==> src/rtl/m_btb_ctrl_pkg.sv <==
// Shared BTB geometry, entry layout and helper types for the BTB update
// controller and its update FIFO.
package m_btb_ctrl_pkg;

    localparam int BTB_ENTRIES = 32;
    localparam int BTB_IDX_W   = 5;
    localparam int BTB_TAG_W   = 25;
    localparam int BTB_ENT_W   = 58;

    // Entry field positions: {valid, tag, target}
    localparam int BTB_V_BIT   = 57;
    localparam int BTB_TAG_HI  = 56;
    localparam int BTB_TAG_LO  = 32;
    localparam int BTB_DATA_HI = 31;
    localparam int BTB_DATA_LO = 0;

    // PC slices: index is pc[6:2], tag is pc[31:7]
    localparam int PC_IDX_LO   = 2;
    localparam int PC_TAG_LO   = 7;

    // Sweep counter carries one extra bit so "all entries written" is its MSB
    localparam int SWEEP_IDX_W = $clog2(BTB_ENTRIES) + 1;

    typedef logic [BTB_IDX_W-1:0] btb_idx_t;
    typedef logic [BTB_TAG_W-1:0] btb_tag_t;
    typedef logic [BTB_ENT_W-1:0] btb_ent_t;

    typedef struct packed {
        btb_idx_t idx;
        btb_ent_t ent;
    } btb_upd_t;

    typedef enum logic {
        ST_SWEEP = 1'b0,
        ST_RUN   = 1'b1
    } ctrl_state_e;

    function automatic btb_ent_t mk_entry(input logic v, input btb_tag_t tag,
                                          input logic [31:0] data);
        btb_ent_t e;
        e = '0;
        e[BTB_V_BIT]                 = v;
        e[BTB_TAG_HI:BTB_TAG_LO]     = tag;
        e[BTB_DATA_HI:BTB_DATA_LO]   = data;
        return e;
    endfunction

endpackage

==> src/rtl/m_btb_ctrl_upd_fifo.sv <==
// Synchronous FIFO of pending BTB write operations {index, entry}.
// A single clear input empties it (used for both reset and flush).
module m_btb_upd_fifo
    import m_btb_ctrl_pkg::*;
#(
    parameter int DEPTH = 4
) (
    input  logic     clk,
    input  logic     clr,
    input  logic     push,
    input  btb_upd_t push_data,
    input  logic     pop,
    output btb_upd_t pop_data,
    output logic     full,
    output logic     empty
);

    localparam int AW = $clog2(DEPTH);
    localparam logic [AW:0] CNT_FULL = (AW+1)'(DEPTH);

    btb_upd_t        mem_q [DEPTH];
    logic [AW-1:0]   wptr_q, wptr_d;
    logic [AW-1:0]   rptr_q, rptr_d;
    logic [AW:0]     cnt_q,  cnt_d;
    logic            push_ok, pop_ok;

    assign full     = (cnt_q == CNT_FULL);
    assign empty    = (cnt_q == '0);
    assign push_ok  = push & ~full;
    assign pop_ok   = pop & ~empty;
    assign pop_data = mem_q[rptr_q];

    // Pointer and occupancy update; pointers wrap naturally at DEPTH
    always_comb begin
        wptr_d = wptr_q;
        rptr_d = rptr_q;
        cnt_d  = cnt_q;
        if (clr) begin
            wptr_d = '0;
            rptr_d = '0;
            cnt_d  = '0;
        end else begin
            if (push_ok) wptr_d = wptr_q + AW'(1);
            if (pop_ok)  rptr_d = rptr_q + AW'(1);
            case ({push_ok, pop_ok})
                2'b10:   cnt_d = cnt_q + (AW+1)'(1);
                2'b01:   cnt_d = cnt_q - (AW+1)'(1);
                default: cnt_d = cnt_q;
            endcase
        end
    end

    // Control state register
    always_ff @(posedge clk) begin
        wptr_q <= wptr_d;
        rptr_q <= rptr_d;
        cnt_q  <= cnt_d;
    end

    // Storage write; contents are don't-care while empty so no clear needed
    always_ff @(posedge clk) begin
        if (push_ok && !clr) mem_q[wptr_q] <= push_data;
    end

endmodule

==> src/rtl/m_btb_ctrl.sv <==
// BTB update controller: filters branch resolutions into insert/invalidate
// writes, queues them, drives the single BTB write port, and runs the
// invalidate-all sweep after reset and on flush.
// Optional build macro BTB_CTRL_STATS_EN adds insert/inval/skip counters.
module m_btb_ctrl
    import m_btb_ctrl_pkg::*;
#(
    parameter int DEPTH = 4
) (
    input  logic                 w_clk,
    input  logic                 w_rst,
    input  logic                 w_req,
    output logic                 w_rdy,
    input  logic [31:0]          w_req_pc,
    input  logic [31:0]          w_req_tgt,
    input  logic                 w_req_taken,
    input  logic                 w_req_hit,
    input  logic                 w_flush,
    output logic                 w_busy,
    output logic                 w_we,
    output logic [BTB_IDX_W-1:0] w_wadr,
    output logic [BTB_ENT_W-1:0] w_wd
`ifdef BTB_CTRL_STATS_EN
    ,
    output logic [31:0]          w_cnt_ins,
    output logic [31:0]          w_cnt_inv,
    output logic [31:0]          w_cnt_skip
`endif
);

    ctrl_state_e              state_q, state_d;
    logic [SWEEP_IDX_W-1:0]   sweep_idx_q, sweep_idx_d;
    logic                     we_q, we_d;
    btb_idx_t                 wadr_q, wadr_d;
    btb_ent_t                 wd_q, wd_d;

    logic                     fifo_push, fifo_pop, fifo_clr;
    logic                     fifo_full, fifo_empty;
    btb_upd_t                 fifo_head;
    btb_upd_t                 req_upd;

    logic                     req_acc;
    logic                     op_ins, op_inv, op_skip, op_vld;
    btb_tag_t                 req_tag;
    btb_idx_t                 req_idx;
    logic                     unused_pc;

    assign unused_pc = ^w_req_pc[PC_IDX_LO-1:0];

    assign req_idx = w_req_pc[PC_IDX_LO +: BTB_IDX_W];
    assign req_tag = w_req_pc[PC_TAG_LO +: BTB_TAG_W];

    // Events presented during a flush are dropped, never enqueued or counted
    assign w_rdy   = (state_q == ST_RUN) & ~fifo_full;
    assign req_acc = w_req & w_rdy & ~w_flush;
    assign op_ins  = req_acc & w_req_taken;
    assign op_inv  = req_acc & ~w_req_taken & w_req_hit;
    assign op_skip = req_acc & ~w_req_taken & ~w_req_hit;
    assign op_vld  = op_ins | op_inv;

    assign req_upd.idx = req_idx;
    assign req_upd.ent = w_req_taken ? mk_entry(1'b1, req_tag, w_req_tgt)
                                     : mk_entry(1'b0, req_tag, 32'h0);

    assign fifo_clr = w_rst | w_flush;

    m_btb_upd_fifo #(.DEPTH(DEPTH)) u_fifo (
        .clk       (w_clk),
        .clr       (fifo_clr),
        .push      (fifo_push),
        .push_data (req_upd),
        .pop       (fifo_pop),
        .pop_data  (fifo_head),
        .full      (fifo_full),
        .empty     (fifo_empty)
    );

    // Next state, write-port register inputs and FIFO handshake
    always_comb begin
        state_d     = state_q;
        sweep_idx_d = sweep_idx_q;
        we_d        = 1'b0;
        wadr_d      = wadr_q;
        wd_d        = wd_q;
        fifo_push   = 1'b0;
        fifo_pop    = 1'b0;
        unique case (state_q)
            ST_SWEEP: begin
                if (w_flush) begin
                    sweep_idx_d = '0;
                end else if (!sweep_idx_q[SWEEP_IDX_W-1]) begin
                    we_d        = 1'b1;
                    wadr_d      = sweep_idx_q[BTB_IDX_W-1:0];
                    wd_d        = '0;
                    sweep_idx_d = sweep_idx_q + SWEEP_IDX_W'(1);
                end else begin
                    state_d = ST_RUN;
                end
            end
            ST_RUN: begin
                // Queued work goes first; an empty queue lets a new event
                // bypass straight onto the write port for one-cycle latency.
                if (!fifo_empty) begin
                    fifo_pop  = 1'b1;
                    we_d      = 1'b1;
                    wadr_d    = fifo_head.idx;
                    wd_d      = fifo_head.ent;
                    fifo_push = op_vld;
                end else if (op_vld) begin
                    we_d   = 1'b1;
                    wadr_d = req_upd.idx;
                    wd_d   = req_upd.ent;
                end
                // The write popped this cycle still issues; the rest is dropped
                if (w_flush) begin
                    state_d     = ST_SWEEP;
                    sweep_idx_d = '0;
                end
            end
        endcase
    end

    // State and write-port registers; reset restarts the sweep
    always_ff @(posedge w_clk) begin
        if (w_rst) begin
            state_q     <= ST_SWEEP;
            sweep_idx_q <= '0;
            we_q        <= 1'b0;
            wadr_q      <= '0;
            wd_q        <= '0;
        end else begin
            state_q     <= state_d;
            sweep_idx_q <= sweep_idx_d;
            we_q        <= we_d;
            wadr_q      <= wadr_d;
            wd_q        <= wd_d;
        end
    end

    assign w_busy = (state_q == ST_SWEEP);
    assign w_we   = we_q;
    assign w_wadr = wadr_q;
    assign w_wd   = wd_q;

`ifdef BTB_CTRL_STATS_EN
    logic [31:0] cnt_ins_q,  cnt_ins_d;
    logic [31:0] cnt_inv_q,  cnt_inv_d;
    logic [31:0] cnt_skip_q, cnt_skip_d;

    // Event counters; wrap at 2^32 and survive flush
    always_comb begin
        cnt_ins_d  = cnt_ins_q;
        cnt_inv_d  = cnt_inv_q;
        cnt_skip_d = cnt_skip_q;
        if (op_ins)  cnt_ins_d  = cnt_ins_q  + 32'd1;
        if (op_inv)  cnt_inv_d  = cnt_inv_q  + 32'd1;
        if (op_skip) cnt_skip_d = cnt_skip_q + 32'd1;
    end

    // Counter registers, cleared only by reset
    always_ff @(posedge w_clk) begin
        if (w_rst) begin
            cnt_ins_q  <= '0;
            cnt_inv_q  <= '0;
            cnt_skip_q <= '0;
        end else begin
            cnt_ins_q  <= cnt_ins_d;
            cnt_inv_q  <= cnt_inv_d;
            cnt_skip_q <= cnt_skip_d;
        end
    end

    assign w_cnt_ins  = cnt_ins_q;
    assign w_cnt_inv  = cnt_inv_q;
    assign w_cnt_skip = cnt_skip_q;
`endif

endmodule

==> config.mk <==
export PLATFORM = sky130hd
export DESIGN_NAME = m_btb_ctrl
export DESIGN_NICKNAME = d
export VERILOG_FILES = /design/src/rtl/m_btb_ctrl_pkg.sv /design/src/rtl/m_btb_ctrl_upd_fifo.sv /design/src/rtl/m_btb_ctrl.sv
export SDC_FILE = /design/constraint.sdc
export NUM_CORES = 1
export LEC_CHECK = 0
export CAP_MARGIN = 20
export CELL_PAD_IN_SITES_DETAIL_PLACEMENT = 2
export CELL_PAD_IN_SITES_GLOBAL_PLACEMENT = 2
export CORE_ASPECT_RATIO = 1.25
export CORE_MARGIN = 2
export CORE_UTILIZATION = 35
export CTS_CLUSTER_DIAMETER = 40
export DETAILED_ROUTE_END_ITERATION = 10
export PLACE_DENSITY_LB_ADDON = 0.1
export SETUP_SLACK_MARGIN = 0.02
export SYNTH_ARGS = -nofsm -noshare
export SYNTH_HDL_FRONTEND = slang
export SYNTH_SLANG_ARGS = --single-unit
export TNS_END_PERCENT = 30
==> constraint.sdc <==
create_clock -name w_clk -period 3.1 [get_ports w_clk]
set_input_delay 0.62 -clock w_clk [delete_from_list [all_inputs] [get_ports w_clk]]
set_output_delay 0.62 -clock w_clk [all_outputs]
set_load 0.02 [all_outputs]
# After elaboration in Yosys (flattened, before gate mapping)
# Memory sizes are Yosys's and may differ from the RTL's. A register that Yosys moved wholly into a read port is not among the register bits.
# Index checks and enable logic that the tools add are counted.
# op_classes
addsub	5
eq_ne	8
mux	33
bitwise_logic	15
reduce_logical	6
# op_table
operator	n
$mux 58	5
$pmux 58 s2	1
$mux 5	4
$mux 6	3
$mux 1	13
$pmux 6 s2	1
$pmux 5 s2	1
$and 1x1->1	8
$add 6x1->6 const B	1
$ne 2x2->1 const B	3
$pmux 3 s2	1
$not 1->1	5
$add 2x1->2 const B	2
$mux 2	2
$pmux 1 s2	2
$add 3x1->3 const B	1
$eq 3x3->1 const B	1
$logic_not 3->1	1
$ne 3x2->1 const B	1
$ne 3x3->1 const B	1
$reduce_and 3->1	1
$sub 3x1->3 const B	1
$eq 2x1->1 const B	1
$eq 2x2->1 const B	1
other kinds (5)	6
# word_totals
reg_bits	78
ramBits	252
inputBits	70
out_inout_bits	66
wordCells	77
memories	1
# memory_table
memory	depth	word_bits	read_ports	rd_clocked_by_memory_dff	wr	line	text
u_fifo.mem_q	4	63	1	1	1	m_btb_ctrl_upd_fifo.sv:21	btb_upd_t mem_q [DEPTH];

# Depth between registers and ports, before layout
# Gate-level depths: netlist of run 1.
# depth
word_depth	14
mapped_depth	9
depth_no_buf	9

# By module
# From an unflattened synthesis of run 1, not the netlist that was laid out.
# unflattened
hier_cells	853
hier_area_um2	13820.8
# by_module_without_submodules
mod	instances	cells_per_inst	area_each_um2	seq_area_each_um2
m_btb_upd_fifo	1	383	9646.8	7747.4
m_btb_ctrl	1	470	4174.0	1421.4

# Worst setup path after synthesis of run 1
# OpenSTA, ideal clock, no wires.
# synth_path
kind	in2reg
from	in w_req_taken
to	mem u_fifo.mem_q[0][0] in the netlist's numbering (enable)
setup_time_ps	428
arrival_time_ps	2619
t_required_ps	2672
path_slack_ps	53
cell_stages	3
n_path_buf	0
cell_sequence	o211ai_2 -> nor3_2 -> and3_1
# synth_between
elab_chain_cells	10
word_cells_on_any_way	11
classes_between	mux (4); bitwise (6); reduce/logical (1)
# synth_rtl
item	line	text
start, declared	m_btb_ctrl.sv:16	input logic w_req_taken,
$not 1->1	-	
$and 1x1->1	-	
$and 1x1->1	m_btb_ctrl.sv:57	assign op_inv = req_acc & ~w_req_taken & w_req_hit;
$or 1x1->1 (*)	m_btb_ctrl.sv:59	assign op_vld = op_ins | op_inv;
$mux 1 (*)	m_btb_ctrl.sv:103	if (!fifo_empty) begin
$mux 1 (*)	m_btb_ctrl.sv:87	unique case (state_q)
$and 1x1->1 (*)	m_btb_ctrl_upd_fifo.sv:29	assign push_ok = push & ~full;
$logic_and 1x1->1 (*)	m_btb_ctrl_upd_fifo.sv:62	if (push_ok && !clr) mem_q[wptr_q] <= push_data;
$mux 1 (*)	m_btb_ctrl_upd_fifo.sv:62	
$mux 1 (implied by the code) (*)	m_btb_ctrl_upd_fifo.sv:62	
end, declared	m_btb_ctrl_upd_fifo.sv:21	
# Mark *: on every way between the ends. The rest lies on a longest branch, timed or not.

# Worst setup path in the final report of run 1
# layout_path
from	reg state_q
to	out w_rdy
# layout_between
elab_chain_cells	1
# layout_rtl
item	line	text
start, declared	m_btb_ctrl.sv:31	ctrl_state_e state_q, state_d;
start signal, assigned	m_btb_ctrl.sv:132	state_q <= state_d;
$and 1x1->1	m_btb_ctrl.sv:54	assign w_rdy = (state_q == ST_RUN) & ~fifo_full;
end, declared	m_btb_ctrl.sv:13	output logic w_rdy,
# Every way passes these cells.

==> summary.txt, run 1 <==
Synthesis
  – Avg Cell Area, Syn: 18.6 um^2
  – Mapped cell area: about 13000 um^2
  – Count leader, synth: edfxtp_1
  – Area contributors post-synth: edfxtp_1, dfxtp_1, mux4_2
  – Synth area leader: edfxtp_1
  – Ys async rst share: 0%
  – Simple-gate portion of the synthesized area: under 10%
  – Cells after Synth: just under 700
  – Synthesis-stage register bit count: roughly 330
  – Post-Synth XOR/XNOR Area: less than 1%
  – YS warnings: 0
  – Post-synth net total: 754
  – Post-synth EDFFs: 252
  – Synth Area in Compound Gates: between 5 and 6%
  – Mux contribution to synthesized area: between 10% and 20%
  – Top cells by count, synth: edfxtp_1, dfxtp_1, mux4_2
  – Adder-Cell Fraction of Synth Area: less than 1%
  – Dominant synthesized flop cell: edfxtp_1
  – Largest family of logic cells by synthesized area: multiplexers
  – Sequential area share after synthesis: 72.6%
  – Post-synth top area share: ~60%
  – Post-synth cell types: 39

Finish
  – FF+latch area: 9180 um^2
  – Filler cells: between 3000 and 4000
  – Layout cells sized above 1: just over 20%
  – Final net count: approximately 920
  – Area of the multi-input gates: between 3000 and 4000 um^2
  – Layout Area Growth over Synthesis: 28.6%

Detailed routing
  – DRC Markers: 0
  – Routed WL: 31700 um
  – Post-DR vias/cell: 5.16
  – Post-route ant nets: 0
  – DR vias: ~7000
  – Post-DR wirelength/cell: 23.4 um
  – DRT Pass-1 Iters: 5
  – First DRT Iteration DRCs: around 360

Clock tree
  – CTS tree: done
  – Clock Latency Late Sink: 0.55 ns
  – Post-CTS Resized: 0
  – CTS root buf: clkbuf_16
  – Clk slew on worst S/H paths: 0.05 ns
  – Max clock buf depth: 3
  – Num CTS Buffers: 45
  – H-tree lvl count: 2
  – Hold_buf cts: 0
  – Clk sinks: about 330
  – Post-CTS Setup Bufs: 0

Timing
  – RSZ-0062 raised after global routing: no
  – Crit path time final: 2.56 ns
  – Max Fclk: 390 MHz
  – Rel. slew slack: between 50% and 60%
  – Final Skew: 0.0241 ns
  – Total negative slack: 0 ns
  – Final setup fails: 0
  – Final Hold Fails: 0
  – Fin. max-slew vios: 0
  – Min Hold Slack: ~0.47 ns
  – Least-Margin Pin Slew: just over 0.6 ns
  – Tcrit/Tclk final: roughly 83%

Placed design
  – IO Port Bufs: between 100 and 150
  – RD Place Congestion: between 0.7 and 0.8
  – Dpl hpwl: around 19000 um

Floorplan
  – Die X: 174 um
  – I/O pins: between 100 and 150
  – Core Area: about 35000 um^2
  – Die area: 37600 um^2
  – Vert. Die Dim: roughly 220 um
  – Initial core utilization: between 30% and 40%
  – Site Rows: 77

Setup path
  – Kind of critical path: reg -> out
  – CP bufs+invs: 2
  – Slowest stage delay, CP: ~0.63 ns
  – CP required: 2.48 ns
  – Critical Path End Type: output port
  – CP Launch Type: register
  – CP max FO: 7
  – Critical path arrival: about 1.9 ns
  – Slowest cell on the critical path: clkdlybuf4s50_1
  – Family with the most delay on the worst path: buffers and inverters
  – R2r setup slk: 0.69 ns
  – Worst-path cell chain: inv_1 > a21oi_1 > clkdlybuf4s50_1

Global routing
  – Pin count of the biggest net entering global routing: 38
  – GRT Total Usage: 17.2%
  – Initial antenna violation count: 1
  – Grt total ovfl: 0
  – Global-route wire length before repair: approximately 50000 um
  – Number of global-route vias before repair: roughly 8100

Worst hold path
  – Worst Hold Class: reg -> reg

Pwr
  – Power share of the combinational group: ~2.2%
  – Switching Power: ~2100 uW
  – Power per cell area: 628 nW/um^2
  – Clock Power Share: between 50% and 60%
  – Seq pwr share: 46.9%
  – Leakage Power: a little over 0.005 uW
  – Max VDD drop: 0.426 mV
  – Design Power: 10200 uW
  – Power Internal: just over 8000 uW
  – Switching Fraction: between 20% and 30%

Status
  – Status: finished, final reports clean

Flow run
  – Max Cap Viol: 0
path summary, 6_finish.rpt:
check | start | end | cells after the start
worst max-delay path | state_q | w_rdy | 3
worst min-delay path | w_wadr[3] | w_wadr[3] | 1
worst max register to register | state_q | u_fifo.cnt_q[2] | 8
worst min register to register | w_wadr[3] | w_wadr[3] | 1
final cells by class:
type                    count  area share (%)
flip-flops and latches    332            56.5
multi-input cells         293            19.6
repair buffers            155            10.4
clock buffers              53            7.51
well taps                 474            3.65
clock inverters            31            1.94
inverters                  13           0.316
diodes                      1          0.0154
cell families after synthesis:
family	after synthesis
DFF	332
AOI/OAI and AO/OA	81
and+or+nand+nor	132
adders and majority gates	7
xor gates and xnor gates	9
buffers and inverters	52
muxes	64
metrics by stage:
| stage | utilization (%) | worst slack [ns] | std cells | cell area [um^2] |
|---|---|---|---|---|
| detailed placement | 41.4 | 0.241 | 1267 | 14700 |
| CTS | 45.8 | 0.480 | 1351 | 16200 |
| finish | 45.8 | 0.536 | 1352 | 16200 |
| global placement | 41.4 | 0.325 | 1267 | 14700 |
| global route | 45.8 | 0.410 | 1351 | 16200 |
| floorplan | - | 0.0529 | 677 | 12600 |
sequential cells by signal, indices dropped and copies added, names as in the netlist, named ones only:
name,flops
u_fifo.cnt_q,3
u_fifo.mem_q,252
state_q,1
w_we,1
u_fifo.rptr_q,2
w_wd,58
sweep_idx_q,6
w_wadr,5
u_fifo.wptr_q,2
power groups by stage:
| stage | combinational, uW | sequential [uW] | clock (uW) |
|---|---|---|---|
| 3_3_place_gp | 214 | 4880 | 0 |
| 2_1_floorplan | 67.3 | 4880 | 0 |
| 3_5_place_dp | 229 | 4880 | 0 |
| 5_1_grt | 244 | 4780 | 5510 |
| 6_report | 226 | 4780 | 5180 |
| 4_1_cts | 230 | 4780 | 5320 |
metal layers:
metal | vias up | track usage (%) | share of wire [%]
li1 | 3045 | - | -
met1 | 3703 | 20.2 | 40
met2 | 177 | 31.6 | 53
met3 | 49 | 3.40 | 4.5
met4 | 0 | 5.01 | 2.2
met5 | - | 0 | 0
layout by cell type, fill, tap and decap left out, drive strengths merged, types with 2 or more instances in the layout:
| cell | instances |
|---|---|
| a21oi | 10 |
| a221o | 58 |
| and2 | 32 |
| and3 | 4 |
| buf | 23 |
| bufinv | 4 |
| clkbuf | 53 |
| clkdlybuf4s50 | 132 |
| clkinv | 16 |
| clkinvlp | 6 |
| dfxtp | 80 |
| edfxtp | 252 |
| ha | 6 |
| inv | 18 |
| mux4 | 63 |
| nand2 | 4 |
| nand4 | 2 |
| nor2 | 18 |
| nor2b | 59 |
| nor3 | 5 |
| o21a | 5 |
| o221a | 5 |
| or2 | 3 |
| xnor2 | 6 |
| xor2 | 3 |
worst reg2reg max path, delay by kind of cell (launching register included):
kind	cells	cell delay, ns
xor gates and xnor gates	1	0.17
AOI/OAI and AO/OA	1	0.20
adders and majority gates	2	0.58
buffers and inverters	2	0.19
DFF	1	0.48
and+or+nand+nor	2	0.70
Power figures use the tool's default switching activity.
==> run 2: changes to the inputs <==
==> constraint.sdc (replaced) <==
create_clock -name w_clk -period 2.22 [get_ports w_clk]
set_input_delay 0.444 -clock w_clk [delete_from_list [all_inputs] [get_ports w_clk]]
set_output_delay 0.444 -clock w_clk [all_outputs]
set_load 0.02 [all_outputs]
==> run 2 against run 1 <==
Net effect:
- total power up 43%
- worst setup slack got worse by 0.39 ns
- combinational power up 49%
- non-clock buffer count increased by 25
- hold slack got worse by 0.0028 ns
- utilization is 0.60 points higher
- clock skew fell by 0.010 ns
- clock power rose by 46%
- die area unchanged
- via count up 0.90%
- first-iteration DRC count is 20% lower
- routed wire length increased by 1.7%
- critical path type is now in -> reg
==> summary.txt, run 2 (synthesized netlist as in run 1, its figures left out) <==
Pwr
  – Max VDD drop: 0.644 mV (+51%)
  – Clock Power Share: 51.8% (+0.9 points)
  – Seq pwr share: 45.9% (-1.0 points)
  – Design Power: 14600 uW (+43%)
  – Power per cell area: 885 nW/um^2 (+41%)
  – Switching Power: 2960 uW (+39%)
  – Power Internal: 11600 uW (+44%)
  – Power share of the combinational group: 2.3% (about the same)
  – Switching Fraction: 20.3% (-0.52 points)
  – Leakage Power: 0.00519 uW (+3.3%)

Finish
  – Final net count: 943 (+2.8%)
  – Most frequent cells in the layout: edfxtp_1, clkdlybuf4s50_1, dfxtp_1
  – Max reg flops: 252 (unchanged)
  – Layout cells sized above 1: 23.1% (+2.8 points)
  – Final core utilization: 46.4% (+0.60 points)
  – Antenna Cells: 0 (-1)
  – Design area: 16400 um^2 (+1.3%)
  – Largest Register: u_fifo.mem_q
  – Layout Area Growth over Synthesis: 30.3%
  – Commonest non-fill, non-tap cell in the layout: edfxtp_1

Detailed routing
  – DR vias: 7037 (+0.90%)
  – Post-route ant nets: 0 (unchanged)
  – Post-DR vias/cell: 5.11 (-0.93%)
  – First DRT Iteration DRCs: 288 (-20%)
  – Post-DR wirelength/cell: 23.4 um (-0.13%)
  – DRC Markers: 0 (unchanged)
  – Routed WL: 32200 um (+1.7%)
  – DRT Pass-1 Iters: 4 (-1)

Clock tree
  – Max clock buf depth: 3 (unchanged)
  – H-tree lvl count: 2 (unchanged)
  – Hold_buf cts: 0 (unchanged)
  – CTS tree: done
  – Num CTS Buffers: 46 (+2.2%)
  – Clk sinks: 332 (unchanged)
  – Clock Latency Late Sink: 0.54 ns (about the same)
  – Clk slew on worst S/H paths: 0.06 ns (about the same)
  – CTS root buf: clkbuf_16

Placed design
  – IO Port Bufs: 133 (unchanged)
  – Cell Area, Placed: 14800 um^2 (+0.84%)
  – Dpl hpwl: 19800 um (+4.0%)
  – RD Place Congestion: 0.718 (+2.0%)

Timing
  – Final setup fails: 0 (unchanged)
  – Max Fclk: slightly below 500 MHz
  – Final Hold Fails: 0 (unchanged)
  – Fin. max-slew vios: 0 (unchanged)
  – Total negative slack: 0 ns (unchanged)
  – Final Skew: 0.0137 ns (-0.0104 ns)
  – RSZ-0062 raised after global routing: no
  – Least-Margin Pin Slew: 0.454 ns (-0.151 ns)
  – Min Hold Slack: 0.467 ns (-0.00282 ns)
  – Crit path time final: 2.07 ns
  – Tcrit/Tclk final: between 90 and 100%
  – Rel. slew slack: 69.6% (+10 points)

Global routing
  – Initial antenna violation count: 0 (-1)
  – Pin count of the biggest net entering global routing: 45 (+18%)
  – Met2 Use GR: 30.8% (-0.78 points)
  – Number of global-route vias before repair: 8110 (-0.30%)
  – Global-route wire length before repair: 49800 um (+1.9%)
  – Grt total ovfl: 0 (unchanged)
  – GRT Total Usage: 17.4% (+0.27 points)
  – Met1 Use GR: 22.2% (+2.0 points)
  – Gr busiest metal: met2
  – Met3 Use GR: 3.09% (-0.32 points)

Setup path
  – Kind of critical path: in -> reg
  – Critical path arrival: 2.52 ns (+0.58 ns)
  – CP required: 2.67 ns (+0.19 ns)
  – CP max FO: 2 (-5)
  – Critical Path End Type: register
  – CP Launch Type: input pin
  – R2R depth: 9 (+1)

Status
  – Status: finished, final reports clean

Floorplan
  – Core Area: 35500 um^2 (unchanged)
  – Die X: 174 um (unchanged)
  – Vert. Die Dim: 216 um (unchanged)
  – Initial core utilization: 35.6% (unchanged)
  – Site Rows: 77 (unchanged)
  – Die area: 37600 um^2 (unchanged)
  – I/O pins: 136 (unchanged)

Flow run
  – Max Cap Viol: 0 (unchanged)

Worst hold path
  – Hold Path Depth: 1 (unchanged)
  – Worst Hold Class: reg -> reg
run 2: path summary, 6_finish.rpt:
| path | to | slack, ns | start |
|---|---|---|---|
| min reg2reg | w_wadr[2] | 0.47 | w_wadr[2] |
| max | u_fifo.cnt_q[2] | 0.15 | w_req_taken |
| max reg2reg | u_fifo.cnt_q[2] | 0.15 | u_fifo.cnt_q[0] |
| min | w_wadr[2] | 0.47 | w_wadr[2] |
run 2: metal layers:
layer  wire length, um  vias to the layer above
met2             16500                      171
met1             13900                     3724
met5                 0                        -
met4               570                        0
met3              1220                       43
li1                  -                     3099
run 2: area by class of cell:
cell class	count	area [um^2]
fill	3335	19000
sequential	332	9190
multi-input combinational	293	3200
timing repair buffer	180	1820
clock buffer	52	1200
tap	474	593
clock inverter	33	387
inverter	13	51.3
run 2: worst max-delay path, stage by stage:
cell and delay, ns:
clkdlybuf4s50_1 0.47, o211ai_2 0.24, nor3_2 0.07, inv_1 0.06, ha_1 0.15, inv_1 0.05, fa_1 0.37, xor2_1 0.17
or3_4 0.36, a21oi_4 0.13
run 2: what timing repair did:
action / in CTS / in global routing
pin swaps: 0 / 1
endpoints found under the setup margin: 3 / 1
buffers inserted: 0 / 1
gates resized for setup: 4 / 9
hold endpoints to repair: 0 / 0
run 2: power by group through the flow:
stage,Clock (uW),Combinational [uW],Sequential [uW]
after global placement,0,317,6810
after detailed placement,0,338,6810
after global routing,8010,362,6670
after CTS,7750,341,6680
after floorplan,0,94.0,6820
final,7540,336,6680
run 2: metrics by stage:
step,setup WS [ns],cells
6_report,0.150,1377
5_1_grt,0.0294,1377
4_1_cts,0.0136,1376
3_5_place_dp,-0.508,1291
3_3_place_gp,-0.321,1291
2_1_floorplan,-0.650,677
==> run 3: changes to the inputs <==
--- a/config.mk
+++ b/config.mk
@@ -17,5 +17,6 @@
 export SETUP_SLACK_MARGIN = 0.02
 export SYNTH_ARGS = -nofsm -noshare
 export SYNTH_HDL_FRONTEND = slang
+export SYNTH_HIERARCHICAL = 1
 export SYNTH_SLANG_ARGS = --single-unit
 export TNS_END_PERCENT = 30
==> run 3 against run 2 <==
Net effect:
- the flow now finishes with violations (negative setup slack)
- synthesized cell count rose by 26%
- total power up 0.77%
- clock-buffer cell count did not move
- utilization is essentially flat
- clock skew about the same
- final cell count rose by 16%
- worst setup slack worse by 0.18 ns
- clock power about the same
- maximum frequency shrank 8.1%
- hold slack worse by 0.14 ns
- non-clock buffer count rose by 30
- sequential cell count is the same
- largest power group unchanged
==> summary.txt, run 3 <==
Status
  – Status: finished, violations left
  – Violated checks: negative setup slack

Synthesis
  – Synth area leader: edfxtp_1
  – Post-synth top area share: 54.8% (-5.2 points)
  – Top cells by count, synth: edfxtp_1, dfxtp_1, nand2b_1
  – Synthesis-stage register bit count: 332 (unchanged)
  – Mapped cell area: 13800 um^2 (+9.5%)
  – Cells after Synth: 853 (+26%)
  – Ys async rst share: 0% (unchanged)
  – YS warnings: 6 (+6)
  – Sequential area share after synthesis: 66.3% (-6.3 points)
  – Area contributors post-synth: edfxtp_1, dfxtp_1, mux4_2
  – Count leader, synth: edfxtp_1
  – Post-synth net total: 930 (+23%)
  – Post-synth EDFFs: 252 (unchanged)
  – Dominant synthesized flop cell: edfxtp_1
  – Avg Cell Area, Syn: 16.2 um^2 (-13%)
  – Post-synth cell types: 41 (+5.1%)

Finish
  – Max reg flops: 252 (unchanged)
  – Layout Area Growth over Synthesis: 31.0%
  – Commonest non-fill, non-tap cell in the layout: edfxtp_1
  – Final net count: 1132 (+20%)
  – Most frequent cells in the layout: edfxtp_1, clkdlybuf4s50_1, dfxtp_1
  – Layout cells sized above 1: 26.5% (+3.4 points)
  – Design area: 18100 um^2 (+10%)
  – Largest Register: u_fifo/mem_q
  – Non-Filler Instances: 1592 (+16%)

Floorplan
  – Die X: 182 um (+4.5%)
  – I/O pins: 136 (unchanged)
  – Initial core utilization: 35.4% (-0.18 points)
  – Vert. Die Dim: 226 um (+4.5%)
  – Die area: 41100 um^2 (+9.3%)
  – Core Area: 39000 um^2 (+10%)
  – Site Rows: 81 (+5.2%)

Global routing
  – Global-route wire length before repair: 54400 um (+9.3%)
  – Initial antenna violation count: 0 (unchanged)
  – GRT Total Usage: 17.4% (-0.046 points)
  – Number of global-route vias before repair: 9121 (+12%)
  – Grt total ovfl: 0 (unchanged)
  – Pin count of the biggest net entering global routing: 70 (+56%)

Detailed routing
  – Post-route ant nets: 0 (unchanged)
  – Routed WL: 34900 um (+8.2%)
  – DR vias: 7979 (+13%)
  – DRC Markers: 0 (unchanged)
  – DRT Pass-1 Iters: 4 (unchanged)
  – Post-DR vias/cell: 5.01 (-1.9%)
  – Post-DR wirelength/cell: 21.9 um (-6.4%)
  – First DRT Iteration DRCs: 402 (+40%)

Clock tree
  – Clk slew on worst S/H paths: 0.06 ns (about the same)
  – Num CTS Buffers: 49 (+6.5%)
  – Max clock buf depth: 3 (unchanged)
  – CTS tree: done
  – H-tree lvl count: 2 (unchanged)
  – Clk sinks: 332 (unchanged)
  – Hold_buf cts: 0 (unchanged)
  – CTS root buf: clkbuf_16
  – Clock Latency Late Sink: 0.54 ns (about the same)

Setup path
  – CP Launch Type: register
  – Kind of critical path: reg -> reg
  – Critical Path End Type: register
  – Critical path arrival: 2.74 ns (+0.22 ns)
  – CP max FO: 3 (+1)
  – CP required: 2.70 ns (+0.03 ns)

Pwr
  – Leakage Power: 0.00594 uW (+14%)
  – Power Internal: 11500 uW (-1.1%)
  – Switching Fraction: 21.8% (+1.5 points)
  – Power share of the combinational group: 3.0% (+0.7 points)
  – Max VDD drop: 0.468 mV (-27%)
  – Switching Power: 3200 uW (+8.2%)
  – Clock Power Share: 51.5% (-0.3 points)
  – Seq pwr share: 45.5% (-0.4 points)
  – Power per cell area: 810 nW/um^2 (-8.5%)

Timing
  – Min Hold Slack: 0.325 ns (-0.142 ns)
  – Total negative slack: -0.0309 ns (-0.0309 ns)
  – Fin. max-slew vios: 0 (unchanged)
  – Max Fclk: 444 MHz (-8.1%)
  – Final Skew: 0.0137 ns (+0.0000424 ns)
  – Rel. slew slack: 54.2% (-15 points)
  – PnR worst setup slack: -0.0309 ns (-0.181 ns)
  – Final setup fails: 1 (+1)
  – Tcrit/Tclk final: 101% (+8.2 points)
  – Crit path time final: 2.25 ns (+0.181 ns)
  – Final Hold Fails: 0 (unchanged)
  – Least-Margin Pin Slew: 0.688 ns (+0.233 ns)
  – RSZ-0062 raised after global routing: yes

Placed design
  – Cell Area, Placed: 16400 um^2 (+11%)
  – IO Port Bufs: 133 (unchanged)
  – RD Place Congestion: 0.681 (-5.2%)
  – Placed Cells incl. Taps: 1497 (+16%)
  – Dpl hpwl: 22900 um (+15%)
  – Setup WS pre-CTS: -0.591 ns (-0.0831 ns)

Flow run
  – Max Cap Viol: 0 (unchanged)

Worst hold path
  – Worst Hold Class: in -> reg
==> run 3: cell count changes after synthesis, moves of 19 or more <==
cell and change:
mux2_2 +47, nand3_1 +21, nand2b_1 +65, a221o_1 -58, mux2i_1 +47, nand2_1 +24, nor3b_1 +27, a21oi_1 +19
nor2b_1 -47
==> run 3: area by class of cell <==
type,instances,area (um^2)
diodes,1,2.50
multi-input cells,452,4330
inverters,10,37.5
clock inverters,37,362
flip-flops and latches,332,9180
repair buffers,210,2340
clock buffers,52,1240
well taps,498,623
fillers,3700,20900
==> run 3: power by group through the flow <==
stage	Combinational [uW]	Sequential [uW]	Clock [uW]
after floorplan	188	6810	0
after global placement	433	6800	0
after detailed placement	446	6800	0
after CTS	450	6670	7760
after global routing	478	6670	8000
final	437	6680	7550
==> run 3: kinds of logic (layout without fill, tap and decap cells) <==
| kind of cell | after synthesis | after routing | share of synthesized area (%) |
|---|---|---|---|
| muxes | 158 | 158 | 17.7 |
| other | 0 | 1 | 0 |
| DFF | 332 | 332 | 66.3 |
| AOI/OAI and AO/OA | 54 | 54 | 2.29 |
| xor gates and xnor gates | 5 | 5 | 0.317 |
| and+or+nand+nor | 228 | 228 | 9.70 |
| adders and majority gates | 7 | 7 | 0.688 |
| buffers and inverters | 69 | 309 | 3.01 |
==> run 3: critical path, stage by stage, from the launching register on <==
cell,delay [ns]
dfxtp_2,0.34
nor3b_2,0.21
and4bb_2,0.27
and3_4,0.17
nand2b_4,0.06
ha_2,0.17
inv_1,0.05
fa_2,0.33
xor2_1,0.15
or3_1,0.32
a21oi_2,0.11
==> run 3: worst paths after layout <==
path / cells after the start / slack (ns) / to / from
worst max-delay path: 10 / -0.03 / u_fifo/cnt_q[2] / u_fifo/cnt_q[1]
worst min-delay path: 4 / 0.33 / w_wd[57] / w_rst
worst max register to register: 10 / -0.03 / u_fifo/cnt_q[2] / u_fifo/cnt_q[1]
worst min register to register: 2 / 0.48 / w_wd[50] / w_wd[50]
==> run 3: routing by layer <==
metal	vias to the layer above	track usage (%)	routed length [um]	part of all wire, %
met3	50	2.76	1150	3.3
met5	-	0	0	0
li1	3642	-	-	-
met2	148	32.0	18700	54
met1	4139	20.9	14300	41
met4	0	5.25	754	2.2
==> run 3: timing repair <==
action                     in CTS  in global routing
gates resized for setup        12                  3
buffers inserted                3                  2
setup endpoints to repair       3                267
pin swaps                       5                  2
gates cloned                    0                  1
==> run 3: stage by stage <==
stage	power [uW]	util [%]
floorplan	7000	-
global placement	7240	42.0
detailed placement	7250	42.0
CTS	14900	46.3
global route	15200	46.4
finish	14700	46.4
